===== config.mk =====
export PLATFORM = sky130hd
export DESIGN_NAME = handshake_sender
export DESIGN_NICKNAME = d
export VERILOG_FILES = /design/src/rtl/handshake_sender.sv
export SDC_FILE = /design/constraint.sdc
export NUM_CORES = 1
export LEC_CHECK = 0
export CAP_MARGIN = 0
export CORE_ASPECT_RATIO = 2
export CORE_MARGIN = 8
export CORE_UTILIZATION = 31
export CTS_CLUSTER_DIAMETER = 30
export DETAILED_ROUTE_END_ITERATION = 8
export GPL_TIMING_DRIVEN = 0
export SLEW_MARGIN = 10
export SYNTH_ARGS = -nofsm -noshare
export SYNTH_HDL_FRONTEND = slang
export SYNTH_SLANG_ARGS = --single-unit
export TNS_END_PERCENT = 1

===== constraint.sdc =====
create_clock -name clock -period 4.1 [get_ports clock]
set_clock_uncertainty 0.05 [all_clocks]
set_input_delay 0.82 -clock clock [delete_from_list [all_inputs] [get_ports clock]]
set_output_delay 0.82 -clock clock [all_outputs]
set_load 0.02 [all_outputs]

===== src/rtl/handshake_sender.sv =====
// Initiator side of a 4-phase request/confirm handshake, fed from a small FIFO.
// Words are presented on data_out one cycle before request rises and are retried after a timeout.
module handshake_sender #(
    parameter int DEPTH   = 4,
    parameter int TIMEOUT = 15
) (
    input  logic       clock,
    input  logic       reset_n,
    input  logic       load,
    input  logic [3:0] load_data,
    input  logic       confirm,
    output logic       request,
    output logic [3:0] data_out,
    output logic       full,
    output logic       empty,
    output logic       busy,
    output logic [7:0] sent_count,
    output logic       timeout_err
);

    localparam int PW = (DEPTH > 1) ? $clog2(DEPTH) : 1;
    localparam int CW = $clog2(DEPTH + 1);

    typedef enum logic [1:0] {
        ST_IDLE,
        ST_SETUP,
        ST_REQ,
        ST_RELEASE
    } state_t;

    state_t         state_q, state_d;
    logic [3:0]     mem_q [DEPTH];
    logic [3:0]     mem_d [DEPTH];
    logic [PW-1:0]  wr_ptr_q, wr_ptr_d;
    logic [PW-1:0]  rd_ptr_q, rd_ptr_d;
    logic [CW-1:0]  count_q, count_d;
    logic           full_q, full_d;
    logic           empty_q, empty_d;
    logic           request_q, request_d;
    logic [3:0]     data_out_q, data_out_d;
    logic [7:0]     wait_cnt_q, wait_cnt_d;
    logic [7:0]     sent_count_q, sent_count_d;
    logic           timeout_err_q, timeout_err_d;
    logic           push;
    logic           pop;

    always_comb begin
        state_d       = state_q;
        data_out_d    = data_out_q;
        wait_cnt_d    = wait_cnt_q;
        sent_count_d  = sent_count_q;
        timeout_err_d = timeout_err_q;
        pop           = 1'b0;
        // request is a registered decode of the current state, so it trails
        // the REQ state by one cycle and data_out leads it by one cycle
        request_d     = (state_q == ST_REQ);
        case (state_q)
            ST_IDLE: begin
                if (!empty_q) state_d = ST_SETUP;
            end
            ST_SETUP: begin
                data_out_d = mem_q[rd_ptr_q];
                wait_cnt_d = '0;
                state_d    = ST_REQ;
            end
            ST_REQ: begin
                if (confirm) begin
                    pop     = 1'b1;
                    state_d = ST_RELEASE;
                end else if (wait_cnt_q == 8'(TIMEOUT - 1)) begin
                    timeout_err_d = 1'b1;
                    state_d       = ST_IDLE;
                end else begin
                    wait_cnt_d = wait_cnt_q + 8'd1;
                end
            end
            ST_RELEASE: begin
                if (!confirm) begin
                    sent_count_d = sent_count_q + 8'd1;
                    state_d      = ST_IDLE;
                end
            end
            default: state_d = ST_IDLE;
        endcase
    end

    always_comb begin
        // a pop in the same cycle frees the slot, so a load while full is accepted
        push     = load && (!full_q || pop);
        mem_d    = mem_q;
        wr_ptr_d = wr_ptr_q;
        rd_ptr_d = rd_ptr_q;
        count_d  = count_q;
        if (push) begin
            mem_d[wr_ptr_q] = load_data;
            wr_ptr_d        = wr_ptr_q + PW'(1);
        end
        if (pop) rd_ptr_d = rd_ptr_q + PW'(1);
        case ({push, pop})
            2'b10:   count_d = count_q + CW'(1);
            2'b01:   count_d = count_q - CW'(1);
            default: count_d = count_q;
        endcase
        full_d  = (count_d == CW'(DEPTH));
        empty_d = (count_d == '0);
    end

    always_ff @(posedge clock) begin
        if (!reset_n) begin
            state_q       <= ST_IDLE;
            mem_q         <= '{default: '0};
            wr_ptr_q      <= '0;
            rd_ptr_q      <= '0;
            count_q       <= '0;
            full_q        <= 1'b0;
            empty_q       <= 1'b1;
            request_q     <= 1'b0;
            data_out_q    <= '0;
            wait_cnt_q    <= '0;
            sent_count_q  <= '0;
            timeout_err_q <= 1'b0;
        end else begin
            state_q       <= state_d;
            mem_q         <= mem_d;
            wr_ptr_q      <= wr_ptr_d;
            rd_ptr_q      <= rd_ptr_d;
            count_q       <= count_d;
            full_q        <= full_d;
            empty_q       <= empty_d;
            request_q     <= request_d;
            data_out_q    <= data_out_d;
            wait_cnt_q    <= wait_cnt_d;
            sent_count_q  <= sent_count_d;
            timeout_err_q <= timeout_err_d;
        end
    end

    assign request     = request_q;
    assign data_out    = data_out_q;
    assign full        = full_q;
    assign empty       = empty_q;
    assign busy        = (state_q != ST_IDLE);
    assign sent_count  = sent_count_q;
    assign timeout_err = timeout_err_q;

endmodule


==> results of run 1 <==
## registers in the layout, indices dropped and copies added (netlist names)
name and count:
state_q 2, wait_cnt_q 8, wr_ptr_q 2, sent_count 8, empty 1, rd_ptr_q 2
count_q 3, mem_q 16, timeout_err 1, data_out 4, full 1, request 1
## critical path, cell delays in order
cell,delay (ns)
clkdlybuf4s50_1,0.49
and3b_1,0.21
buf_2,0.17
o21a_1,0.17
buf_2,0.18
buf_2,0.20
inv_1,0.07
ha_1,0.18
inv_1,0.07
fa_1,0.41
xor2_1,0.16
or3_1,0.30
a21oi_1,0.22
nor2b_1,0.16
## kinds of logic (layout without fill, tap and decap cells)
| group | after synthesis | after routing |
|---|---|---|
| xor gates and xnor gates | 12 | 12 |
| and+or+nand+nor | 91 | 91 |
| DFF | 49 | 49 |
| adders and majority gates | 9 | 9 |
| buffers and inverters | 25 | 57 |
| muxes | 10 | 10 |
| AOI/OAI and AO/OA | 51 | 51 |
## Yosys cell counts, types with 2 or more instances
library cell	n	share of area
dfxtp_1	49	0.44
a21oi_1	27	0.060
nand2_1	23	0.038
nand3_1	22	0.049
nor2_1	22	0.037
inv_1	13	0.022
xor2_1	9	0.035
ha_1	8	0.045
mux2i_1	6	0.027
nand4_1	6	0.017
clkbuf_1	5	0.0084
buf_2	4	0.0089
mux4_2	4	0.040
o211ai_1	4	0.013
o21a_1	4	0.013
o21ai_0	4	0.0089
and3_1	3	0.0084
nand2b_1	3	0.0084
or3_1	3	0.0084
xnor2_1	3	0.012
a31oi_1	2	0.0056
and3b_1	2	0.0078
buf_1	2	0.0033
nor2b_1	2	0.0056
o2111ai_1	2	0.0078
o22a_1	2	0.0078
## how the worst max path moves through the flow
stage / from / to / slack (ns) / depth (start not counted)
after floorplan: confirm / full$_SDFF_PN0_ / 0.95 / 13
after global placement: confirm / full$_SDFF_PN0_ / 0.21 / 14
after detailed placement: confirm / full$_SDFF_PN0_ / 0.16 / 14
after CTS: confirm / full$_SDFF_PN0_ / 0.44 / 14
after global routing: confirm / full$_SDFF_PN0_ / 0.20 / 14
final: confirm / full$_SDFF_PN0_ / 0.46 / 14
## routing by layer
metal / part of all wire / GRT usage
met3: 0.053 / 0.0285
met5: 0 / 0
met4: 0.013 / 0.0356
met2: 0.49 / 0.166
met1: 0.44 / 0.103
## metrics by stage
step,hold WS [ns],instance area (sq um)
4_1_cts,0.409,2770
5_1_grt,0.433,2770
3_5_place_dp,0.399,2600
2_1_floorplan,0.383,2250
3_3_place_gp,0.393,2600
6_report,0.405,2770
## report_power, final
part | internal (mW) | switching, mW | total (mW)
sequential | 0.501 | 0.0182 | 0.519
clock | 0.289 | 0.176 | 0.465
combinational | 0.0761 | 0.0976 | 0.174
## area by class of cell
class / instances / area share
Tap cell: 92 / 0.0416
Multi-Input combinational cell: 173 / 0.420
Sequential cell: 49 / 0.354
Timing Repair Buffer: 24 / 0.0868
Clock inverter: 2 / 0.0140
Clock buffer: 6 / 0.0465
Buffer: 12 / 0.0194
Inverter: 13 / 0.0176
==> run_results.csv, run 1 <==
group,metric,value,unit
clock_tree,cts_resized,0,
final_layout,final_core_util,0.387,
detailed_routing,ant_nets,0,
worst_setup_path,crit_path_max_fanout,10,
die,start_util,0.314,
final_layout,multi_input_area,1160,sq um
synth,yosys_warnings,0,
sta,period_needed,3.64,ns
final_layout,stdcell_count,371,
sta,setup_tns,0,ns
die,placementRows,44,
synth,synth_xor_area_frac,0.0468,
pwr,p_leak,1.01,nW
synth,synthArstFlopShare,0,
run_status,status,"finished, final reports clean",
final_layout,fill_cells,772,
global_routing,grt_first_pass_wirelength,8030,um
synth,synth_top_family_by_area,"simple AND/OR/NAND/NOR gates",
clock_tree,clk_pin_slew_worst_paths,0.07,ns
die,dieWidth,76.2,um
hold_path,holdCritPathClass,"reg -> reg",
hold_path,hold_path_depth,2,
detailed_routing,drt-initial-drc-count,76,
sta,relSlewSlack,0.602,
synth,synth-main-ff-cell,"dfxtp_1",
clock_tree,htreeDepth,2,
sta,setup_slack,0.462,ns
final_layout,layout.nets,295,
worst_setup_path,cp-start-kind,"input port",
detailed_routing,via_per_inst,4.92,
hold_path,min_to,"mem_q[2]$_SDFFE_PN0P_",
sta,post-route-period-util,0.887,
final_layout,syn2layout_area_growth,23.3,%
clock_tree,clock_latency,0.29,ns
flow_run,drv_cap,0,
die,boundaryPins,25,
final_layout,drive_gt1_frac,0.0824,
sta,finalSetupViolCount,0,
clock_tree,clock-sinks,49,
worst_setup_path,regToRegStartpoint,"state_q[0]$_SDFFE_PN0P_",
synth,synth-edff-count,0,
sta,drv_slew,0,
synth,synth_adder_area_share,0.0535,
global_routing,track_usage,0.0941,
detailed_routing,routedWlPerCell,13.1,um
pwr,vdd_drop_max,0.000241,V
synth,syn_area,2250,sq um
final_layout,layout_commonest_cell,"dfxtp_1",
clock_tree,cts_setup_buffers,0,
worst_setup_path,crit_path_end_kind,"flop",
worst_setup_path,r2r_end,"full$_SDFF_PN0_",
clock_tree,cts_tree,"done",
place,portBuffers,24,
pwr,power.density,418,nW/um^2
clock_tree,postCtsHoldBufs,0,
die,dieArea,10400,sq um
synth,synth_nets,264,
sta,finalHoldViolations,0,
sta,max_slew.worst_pin.slew,0.598,ns
hold_path,min-delay-start,"mem_q[2]$_SDFFE_PN0P_",
synth,synth_compound_area_frac,0.148,
synth,synth_area_per_cell,9.09,sq um
synth,synth_mux_area_frac,0.0669,
place,placed_cells,363,
final_layout,mostFrequentLayoutCells,"dfxtp_1, a21oi_1, clkdlybuf4s50_1",
worst_setup_path,cp_data_required_time,4.28,ns
global_routing,grt_max_degree,16,
clock_tree,cts-root-buf,"clkbuf_16",
global_routing,antenna_found_initial,0,
detailed_routing,firstDrtPassIters,4,
detailed_routing,vias,1824,
final_layout,regArea,981,sq um
die,core,7160,sq um
synth,synth_cell_type_count,39,
global_routing,grt_pass1_vias,1721,
clock_tree,clockBufferDepth,2,
global_routing,overflow,0,
synth,synth-simple-area-share,0.203,
synth,synth-seq-cells,49,
pwr,total_power,1.16,mW
die,dieHeight,136,um
synth,postSynthCellCount,247,
place,routabilityCongestion,0.867,
worst_setup_path,path_class,"in -> reg",
clock_tree,numCtsBuffers,5,
detailed_routing,routed_wl,4870,um
place,place_ws,0.159,ns
worst_setup_path,worstRegToRegCells,13,
place,hpwlAfterDp,3670,um
detailed_routing,drc,0,
sta,rsz0062_at_grt,"no",
sta,fmax,275,MHz
synth,ys_seq_area_frac,0.437,
worst_setup_path,reg2reg_slack,1.02,ns
worst_setup_path,arrival,3.81,ns
final_layout,antennaDiodeCount,0,
Power figures use the tool's default switching activity.
==> inputs of run 2 (changes only) <==
--- a/config.mk
+++ b/config.mk
@@ -12,7 +12,6 @@
 export CTS_CLUSTER_DIAMETER = 30
 export DETAILED_ROUTE_END_ITERATION = 8
 export GPL_TIMING_DRIVEN = 0
-export SLEW_MARGIN = 10
 export SYNTH_ARGS = -nofsm -noshare
 export SYNTH_HDL_FRONTEND = slang
 export SYNTH_SLANG_ARGS = --single-unit
==> constraint.sdc (replaced) <==
create_clock -name clock -period 3.42 [get_ports clock]
set_clock_uncertainty 0.05 [all_clocks]
set_input_delay 0.684 -clock clock [delete_from_list [all_inputs] [get_ports clock]]
set_output_delay 0.684 -clock clock [all_outputs]
set_load 0.02 [all_outputs]
==> run 2 against run 1 <==
Compared with the run above: sequential share of layout area about the same; critical path depth decreased by 1; global-route usage about the same; total power increased by 20%; critical path type unchanged.
==> run_results.csv, run 2 (same netlist as run 1, synthesis figures left out) <==
group,metric,value,unit
run_status,status,"finished, final reports clean",
detailed_routing,drc,0,
global_routing,overflow,0,
hold_path,min-delay-start,"mem_q[2]$_SDFFE_PN0P_",
clock_tree,cts_tree,"done",
worst_setup_path,worstRegToRegCells,12,
sta,post-route-period-util,0.902,
worst_setup_path,slowest_stage,"fa_1",
hold_path,min_to,"mem_q[2]$_SDFFE_PN0P_",
global_routing,track_usage,0.0942,
worst_setup_path,reg2reg_slack,0.53,ns
sta,setup_tns,0,ns
final_layout,largest_register_ffs,16,
detailed_routing,drt-initial-drc-count,79,
sta,hold_ws,0.405,ns
sta,period_needed,3.09,ns
worst_setup_path,cp_data_required_time,3.60,ns
hold_path,hold_path_depth,2,
die,placementRows,44,
clock_tree,cts_setup_buffers,0,
final_layout,antennaDiodeCount,0,
place,hpwlAfterDp,3670,um
detailed_routing,via_per_inst,4.89,
final_layout,stdcell_count,370,
pwr,total_power,1.39,mW
sta,drv_slew,0,
worst_setup_path,crit_path_max_fanout,19,
sta,max_slew.worst_pin.slew,0.595,ns
die,dieWidth,76.2,um
clock_tree,clk_pin_slew_worst_paths,0.07,ns
final_layout,layout.nets,294,
worst_setup_path,path_class,"in -> reg",
sta,rsz0062_at_grt,"no",
die,dieHeight,136,um
flow_run,drv_cap,0,
worst_setup_path,regToRegStartpoint,"state_q[0]$_SDFFE_PN0P_",
final_layout,drive_gt1_frac,0.0827,
pwr,power.density,502,nW/um^2
global_routing,grt_pass1_vias,1726,
sta,finalHoldViolations,0,
worst_setup_path,cp_top_family,"buffers and inverters",
clock_tree,cts-root-buf,"clkbuf_16",
final_layout,regMostFlops,"mem_q",
worst_setup_path,crit_chain,"dlygate4sd2_1, and3b_1, buf_2, o21a_1, buf_2, inv_1, ha_1, inv_1, fa_1, xor2_1, or3_1, a21oi_2, nor2b_1",
worst_setup_path,r2r_end,"full$_SDFF_PN0_",
sta,fmax,324,MHz
global_routing,antenna_found_initial,0,
worst_setup_path,arrival,3.26,ns
die,start_util,0.314,
die,core,7160,sq um
worst_setup_path,cp-start-kind,"input port",
clock_tree,numCtsBuffers,5,
final_layout,layout_commonest_cell,"dfxtp_1",
pwr,vdd_drop_max,0.000289,V
clock_tree,clock-sinks,49,
clock_tree,clock_latency,0.29,ns
global_routing,grt_max_degree,16,
final_layout,syn2layout_area_growth,23.2,%
worst_setup_path,crit_path_end_kind,"flop",
worst_setup_path,crit_buf_inv,5,
die,boundaryPins,25,
pwr,p_leak,1.01,nW
clock_tree,clockBufferDepth,2,
hold_path,holdCritPathClass,"reg -> reg",
sta,relSlewSlack,0.604,
die,dieArea,10400,sq um
final_layout,mostFrequentLayoutCells,"dfxtp_1, a21oi_1, nand2_1, clkdlybuf4s50_1",
detailed_routing,routedWlPerCell,13.1,um
clock_tree,htreeDepth,2,
detailed_routing,vias,1808,
worst_setup_path,cpPeakStageDelay,0.41,ns
place,placed_cells,363,
place,routabilityCongestion,0.867,
detailed_routing,ant_nets,0,
detailed_routing,routed_wl,4860,um
global_routing,grt_first_pass_wirelength,8050,um
detailed_routing,firstDrtPassIters,4,
sta,finalSetupViolCount,0,
place,portBuffers,24,
## run 2: stage by stage
step	instance area (sq um)	util	setup WS [ns]
finish	2770	0.387	0.334
global route	2770	0.387	0.109
CTS	2770	0.387	0.167
detailed placement	2600	0.363	-0.385
global placement	2600	0.363	-0.332
floorplan	2250	-	0.402
## run 2: what timing repair did
action,4_1_cts,5_1_grt
endpoints found under the setup margin,2,1
hold buffers,0,0
resized for setup,2,0
pin swaps,0,1
## run 2: cell type report
cell class | instances | area, sq um
Clock buffer | 6 | 129
Sequential cell | 49 | 981
Buffer | 11 | 48.8
Tap cell | 92 | 115
Multi-Input combinational cell | 173 | 1170
Timing Repair Buffer | 24 | 239
Clock inverter | 2 | 38.8
Fill cell | 774 | 4390
Inverter | 13 | 48.8
## run 2: how the worst max path moves through the flow
stage / start / to / slack, ns / cells after the start
after floorplan: confirm / full$_SDFF_PN0_ / 0.40 / 13
after global placement: confirm / full$_SDFF_PN0_ / -0.33 / 14
after detailed placement: confirm / full$_SDFF_PN0_ / -0.38 / 14
after CTS: confirm / full$_SDFF_PN0_ / 0.17 / 14
after global routing: confirm / full$_SDFF_PN0_ / 0.11 / 13
final: confirm / full$_SDFF_PN0_ / 0.33 / 13
## run 2: tightest hold or removal path: stages, from the launching register on
cell and delay (ns):
dfxtp_1 0.31, nand2_1 0.05, a21oi_1 0.05
## run 2: power breakdown
| group | internal, mW | switching, mW | leakage, nW |
|---|---|---|---|
| Sequential | 0.600 | 0.0221 | 0.397 |
| Combinational | 0.0905 | 0.117 | 0.534 |
| Clock | 0.347 | 0.211 | 0.0810 |
## run 2: metal layers
metal | GRT usage | routed length (um)
met1 | 0.103 | 2170
met2 | 0.166 | 2370
met3 | 0.0285 | 253
met4 | 0.0356 | 63
met5 | 0 | 0
==> inputs of run 3 (changes only) <==
--- a/config.mk
+++ b/config.mk
@@ -15,4 +15,4 @@
 export SYNTH_ARGS = -nofsm -noshare
 export SYNTH_HDL_FRONTEND = slang
 export SYNTH_SLANG_ARGS = --single-unit
-export TNS_END_PERCENT = 1
+export TNS_END_PERCENT = 100
==> results of run 3 <==
Same layout as run 2: the final DEF is identical, and so are final timing and power.
==> variant 1, RTL diff (config.mk and constraints of run 3) <==
Change the parameter `DEPTH` from 4 to 8.
--- a/src/rtl/handshake_sender.sv
+++ b/src/rtl/handshake_sender.sv
@@ -1,7 +1,7 @@
 // Initiator side of a 4-phase request/confirm handshake, fed from a small FIFO.
 // Words are presented on data_out one cycle before request rises and are retried after a timeout.
 module handshake_sender #(
-    parameter int DEPTH   = 4,
+    parameter int DEPTH   = 8,
     parameter int TIMEOUT = 15
 ) (
     input  logic       clock,
Formal check against the unedited RTL: not equivalent (a bounded check fails within 10 cycles, from zero or initial values and one cycle with reset_n low).
==> variant 1 against run 3 <==
Via count grew 34%; final area increased by 43%; highest routed layer unchanged; power up 54%; routed wire length is 52% higher; worst setup slack better by 72 ps; combinational power rose by 31%; fmax is 2.4% higher; global-route usage increased by 1.9 points; area after synthesis is 43% higher; hold slack better by 2.5 ps; sequential cell count rose by 19.
==> variant 1: results (changes against run 3) <==
Outcome:
- The run finished with clean final reports.

Power:
- The worst vdd rail ir drop is 250 uV (-14%).
- The leakage power figure is 1.52 nW (+51%).

Critical path:
- The data arrival time of the critical path was 3180 ps (-80 ps).
- The largest individual stage delay along the critical path comes from the cell sky130_fd_sc_hd__mux2_2.
- The critical path's largest stage delay was 370 ps (-40 ps).
- Broken down by cell family, the worst path's largest delay share belongs to multiplexers.
- The highest net fanout along the worst path is 8 (-11).

Hold path:
- The launch instance of the worst min-delay path is mem_q[23].

Final layout:
- The net count of the finished layout is 372 (+27%).
- The count of multi-input combinational gates was 232 (+34%).
- The non-clock buffer count in the final layout is 41 (+17%).
- The flip-flop count of the largest register after layout came to 32 (+16).
- The final cell count without fillers came to 496 (+34%).
- The fraction of area in non-clock buffers came to 7.94% (-2.5 points).
- The clock tree buffer count of the final layout is 11 (+5).
- The share of cell area taken by multi-input logic gates came to 44.7% (+2.5 points).
- The non-clock inverter total of the final layout is 4 (-9).
- The ratio of cells with drive above 1 in the final layout was 11.1% (+2.8 points).

Logic synthesis:
- The net count of the mapped netlist was 337 (+28%).
- The synthesized-area fraction occupied by xor and xnor cells is 4.08% (-0.60 points).
- The number of distinct library cells after synthesis is 47 (+21%).
- The share of the yosys chip area belonging to registers was 42.3% (-1.4 points).
- Ranked by total cell area, the synthesized netlist is headed by sky130_fd_sc_hd__dfxtp_1 42%, sky130_fd_sc_hd__mux2i_1 12%, sky130_fd_sc_hd__nand2_1 5.9%, sky130_fd_sc_hd__mux4_2 5.6%, sky130_fd_sc_hd__ha_1 3.1%.
- The synthesized area per cell is 10.0 sq um (+10%).
- The commonest cells after synthesis are 68 x sky130_fd_sc_hd__dfxtp_1, 51 x sky130_fd_sc_hd__nand2_1, 40 x sky130_fd_sc_hd__mux2i_1, 11 x sky130_fd_sc_hd__a21oi_1, 11 x sky130_fd_sc_hd__and2_1.
- The share of synthesized area spent on multiplexers is 18.7% (+12 points).
- The synthesized-area fraction occupied by ao, oa, aoi and oai cells is 7.47% (-7.3 points).
- The post-synthesis adder-cell area fraction is 3.11% (-2.2 points).

GRT:
- The overall fraction of global-route tracks in use is 11.3% (+1.9 points).
- The number of global-route vias before repair is 2497 (+45%).
- The pin count of the biggest net entering global routing is 13 (-3).

Clock tree:
- The H-tree level count came to 3 (+1).
- The total CTS buffers is 9 (+4).
- The clock sink count is 68 (+39%).
- The clock latency on the worst-skew pair is 330 ps (+40 ps).

Placement:
- The final RePlAce weighted congestion was 0.735 (-15%).
- The placed cell count is 480 (+32%).

STA:
- The slew at the pin closest to its max-slew limit is 612 ps (+17.9 ps).

Routing:
- The DRC violation total after the first TritonRoute iteration was 67 (-15%).
- The wire length per cell is 14.9 um (+13%).
- The ratio of routed vias to standard cells is 4.89 (about the same).
## variant 1: cell count changes after synthesis, moves of 6 or more
cell,run 3,this run
sky130_fd_sc_hd__mux2i_1,6,40
sky130_fd_sc_hd__inv_1,13,3
sky130_fd_sc_hd__dfxtp_1,49,68
sky130_fd_sc_hd__nor2_1,22,7
sky130_fd_sc_hd__and2_1,0,11
sky130_fd_sc_hd__a21oi_1,27,11
sky130_fd_sc_hd__nand3_1,22,5
sky130_fd_sc_hd__nand2_1,23,51
sky130_fd_sc_hd__nor2b_1,2,8
sky130_fd_sc_hd__xnor2_1,3,9
## variant 1: worst min-delay path: cells and delay by family, from the launching register on
family	cells	cell delay, ps
flip-flops	1	300
AND/OR/NAND/NOR	1	50
multiplexers	1	50
## variant 1: worst paths after layout
| kind | to | slack [ps] | depth (start not counted) |
|---|---|---|---|
| max | empty | 410 | 12 |
| min | mem_q[23] | 410 | 2 |
| max reg2reg | empty | 480 | 11 |
| min reg2reg | mem_q[23] | 410 | 2 |
## variant 1: report_power, final
part | switching (mW) | internal [mW]
sequential | 0.0299 | 0.830
clock | 0.347 | 0.661
combinational | 0.147 | 0.124
## variant 1: through the flow
stage / area (sq um) / TNS (ps) / setup WS (ps) / util (%)
after detailed placement: 3630 / -522 / -307 / 35.7
final: 3960 / 0 / 406 / 39.0
after CTS: 3960 / 0 / 27.0 / 39.0
after global placement: 3630 / -510 / -285 / 35.7
after floorplan: 3220 / 0 / 523 / -
after global routing: 3960 / 0 / 215 / 39.0
## variant 1: routing by layer
layer  wire length (um)  part of all wire (%)  global-route usage (%)
met1               2700                    37                    9.94
met2               4220                    57                    21.9
met3                245                   3.3                    2.47
met4                206                   2.8                    6.67
met5                  0                     0                       0
==> variant 2, RTL diff (flow settings as in run 3) <==
Without the edit above. Make the reset (`reset_n`) asynchronous in one clocked block.
--- a/src/rtl/handshake_sender.sv
+++ b/src/rtl/handshake_sender.sv
@@ -105,7 +105,7 @@
         empty_d = (count_d == '0);
     end
 
-    always_ff @(posedge clock) begin
+    always_ff @(posedge clock or negedge reset_n) begin
         if (!reset_n) begin
             state_q       <= ST_IDLE;
             mem_q         <= '{default: '0};
Function: differs if reset_n is asserted again (counterexample within 4 cycles, from zero or initial values and one cycle with reset_n low); with reset_n held inactive, the same outputs for 10 cycles.
==> variant 2 against run 3 <==
Sequential cell count unchanged; routed wire length decreased by 7.2%; hold slack got worse by 100 ps; utilization increased by 0.10 points; final area increased by 1.0%; register-to-register slack improved by 480 ps; area after synthesis increased by 2.1%; worst setup slack improved by 440 ps; largest cell class is now flip-flops and latches.
Power is not compared: it rests on default switching activity, and its combinational part moved more than twofold at a synthesized area within 25%.
==> variant 2: results (changes against run 3) <==
Clock tree:
- The number of buffers inserted by post-CTS setup repair is 0 (unchanged).
- The post-cts sizing count was 0 (-2).

Critical path:
- The cell depth of the worst flop-to-flop path was 9 (-3).
- The highest net fanout along the worst path is 8 (-11).
- The data arrival time of the critical path is 2780 ps (-480 ps).
- The worst reg-to-reg setup slack is 1010 ps (+480 ps).
- The end of the worst register-to-register path is full.
- The startpoint of the lowest-slack register-to-register path is state_q[0].
- The critical path starts at load.

Routing:
- The ratio of routed vias to standard cells is 4.84 (-1.0%).
- The iteration count of the initial detailed-routing pass came to 3 (-1).
- The DRC violation total after the first TritonRoute iteration came to 105 (+33%).
- The wire length per cell was 14.7 um (+12%).

STA:
- The upper clock frequency limit is 378 MHz (+17%).
- The minimum hold slack is 303 ps (-101 ps).
- The slew at the pin closest to its max-slew limit was 488 ps (-107 ps).

Logic synthesis:
- After synthesis, the cell types taking the most area are sky130_fd_sc_hd__dfrtp_1 52%, sky130_fd_sc_hd__mux2_2 10%, sky130_fd_sc_hd__ha_1 4.4%, sky130_fd_sc_hd__mux4_2 3.9%, sky130_fd_sc_hd__xnor2_1 3.4%.
- The number of distinct library cells after synthesis is 39 (unchanged).
- The net count of the mapped netlist is 200 (-24%).
- The share of synthesized registers carrying an async set or reset was 100% (+100 points).
- Counting instances in the post-synthesis netlist gives the leading cell types as 48 x sky130_fd_sc_hd__dfrtp_1, 21 x sky130_fd_sc_hd__mux2_2, 17 x sky130_fd_sc_hd__nand2_1, 11 x sky130_fd_sc_hd__inv_1, 9 x sky130_fd_sc_hd__xnor2_1.
- The share of the yosys chip area belonging to registers is 53.5% (+9.9 points).
- In the synthesized netlist the dominant register cell turns out to be sky130_fd_sc_hd__dfrtp_1.

Power:
- IR analysis of the VDD net gives a maximum drop of 331 uV.

GRT:
- The global-route wire length before repair was 7.94 mm (-1.3%).
- The number of global-route vias before repair was 1580 (-8.5%).
- The overall fraction of global-route tracks in use came to 9.63% (+0.21 points).
- The pin count of the biggest net entering global routing came to 30 (+14).

Final layout:
- The count of inserted antenna diode cells is 0 (unchanged).
- The ratio of cells with drive above 1 in the final layout is 20.1% (+12 points).
- The net count of the finished layout was 231 (-21%).
- The total of fill cells in the finished design is 708 (-8.5%).

Placement:
- The half-perimeter wire length after detailed placement is 3.49 mm (-4.8%).
- The final RePlAce weighted congestion was 0.861 (-0.73%).

Hold path:
- The path type of the worst min-delay path is input port to asynchronous set/reset pin.

Outcome:
- The run finished with clean final reports.
-- variant 2: cell count changes after synthesis, sizes merged, moves of 4 or more --
cell and change:
xor2 -5, a21oi -26, nor2 -18, dfrtp +48, o211ai -4, dfxtp -49, o21a -4, buf -4
mux2 +21, nand2 -5, xnor2 +6, nand3 -16
-- variant 2: kinds of logic (layout without fill, tap and decap cells) --
logic type               Yosys count  in the layout  synth area share (%)
flip-flops                        49             49                  53.5
AND/OR/NAND/NOR                   47             47                  11.1
multiplexers                      28             28                  15.6
AO/OA/AOI/OAI                     21             21                  6.50
buffers and inverters             16             47                  3.11
XOR/XNOR                          13             13                  4.97
adder cells (fa/ha/maj)            9              9                  5.24
-- variant 2: per-stage QoR --
step	cell area, sq um	setup slack [ps]	std cells	total power [mW]	utilization [%]
4_1_cts	2800	747	306	2.45	38.8
3_5_place_dp	2650	500	299	1.95	36.8
2_1_floorplan	2290	912	183	1.62	-
5_1_grt	2800	645	306	2.58	38.8
6_report	2800	775	306	2.40	38.8
3_3_place_gp	2640	169	298	1.91	36.6
-- variant 2: how the worst max path moves through the flow --
stage	end	slack, ps	depth (start not counted)
global route	full	650	9
global placement	wait_cnt_q[4]	170	1
detailed placement	full	500	9
finish	full	780	9
CTS	full	750	9
floorplan	full	910	10
-- variant 2: worst max-delay path, stage by stage --
cell,delay (ps)
sky130_fd_sc_hd__clkdlybuf4s50_1,480
sky130_fd_sc_hd__a21boi_2,340
sky130_fd_sc_hd__inv_1,80
sky130_fd_sc_hd__ha_1,240
sky130_fd_sc_hd__inv_1,80
sky130_fd_sc_hd__fa_1,420
sky130_fd_sc_hd__o21ai_0,250
sky130_fd_sc_hd__or2_2,170
sky130_fd_sc_hd__nor2b_1,40
-- variant 2: power breakdown --
part	switching [mW]	internal, mW	total (mW)
Combinational	0.447	0.499	0.946
Sequential	0.158	0.815	0.973
Clock	0.196	0.287	0.483
Total	0.801	1.60	2.40
-- variant 2: layout make-up --
class / count / area [sq um] / area share [%]
tap: 92 / 115 / 4.12
timing repair buffer: 24 / 245 / 8.77
buffer: 5 / 30.0 / 1.07
inverter: 11 / 41.3 / 1.48
sequential: 49 / 1230 / 43.9
multi-input combinational: 118 / 993 / 35.5
clock buffer: 7 / 143 / 5.10
-- variant 2: per-layer routing --
metal	part of all wire [%]	GRT usage, %	vias to the layer above
met3	3.4	2.29	10
met5	0	0	-
met2	58	18.1	18
li1	-	-	706
met1	35	8.83	746
met4	3.4	6.90	0
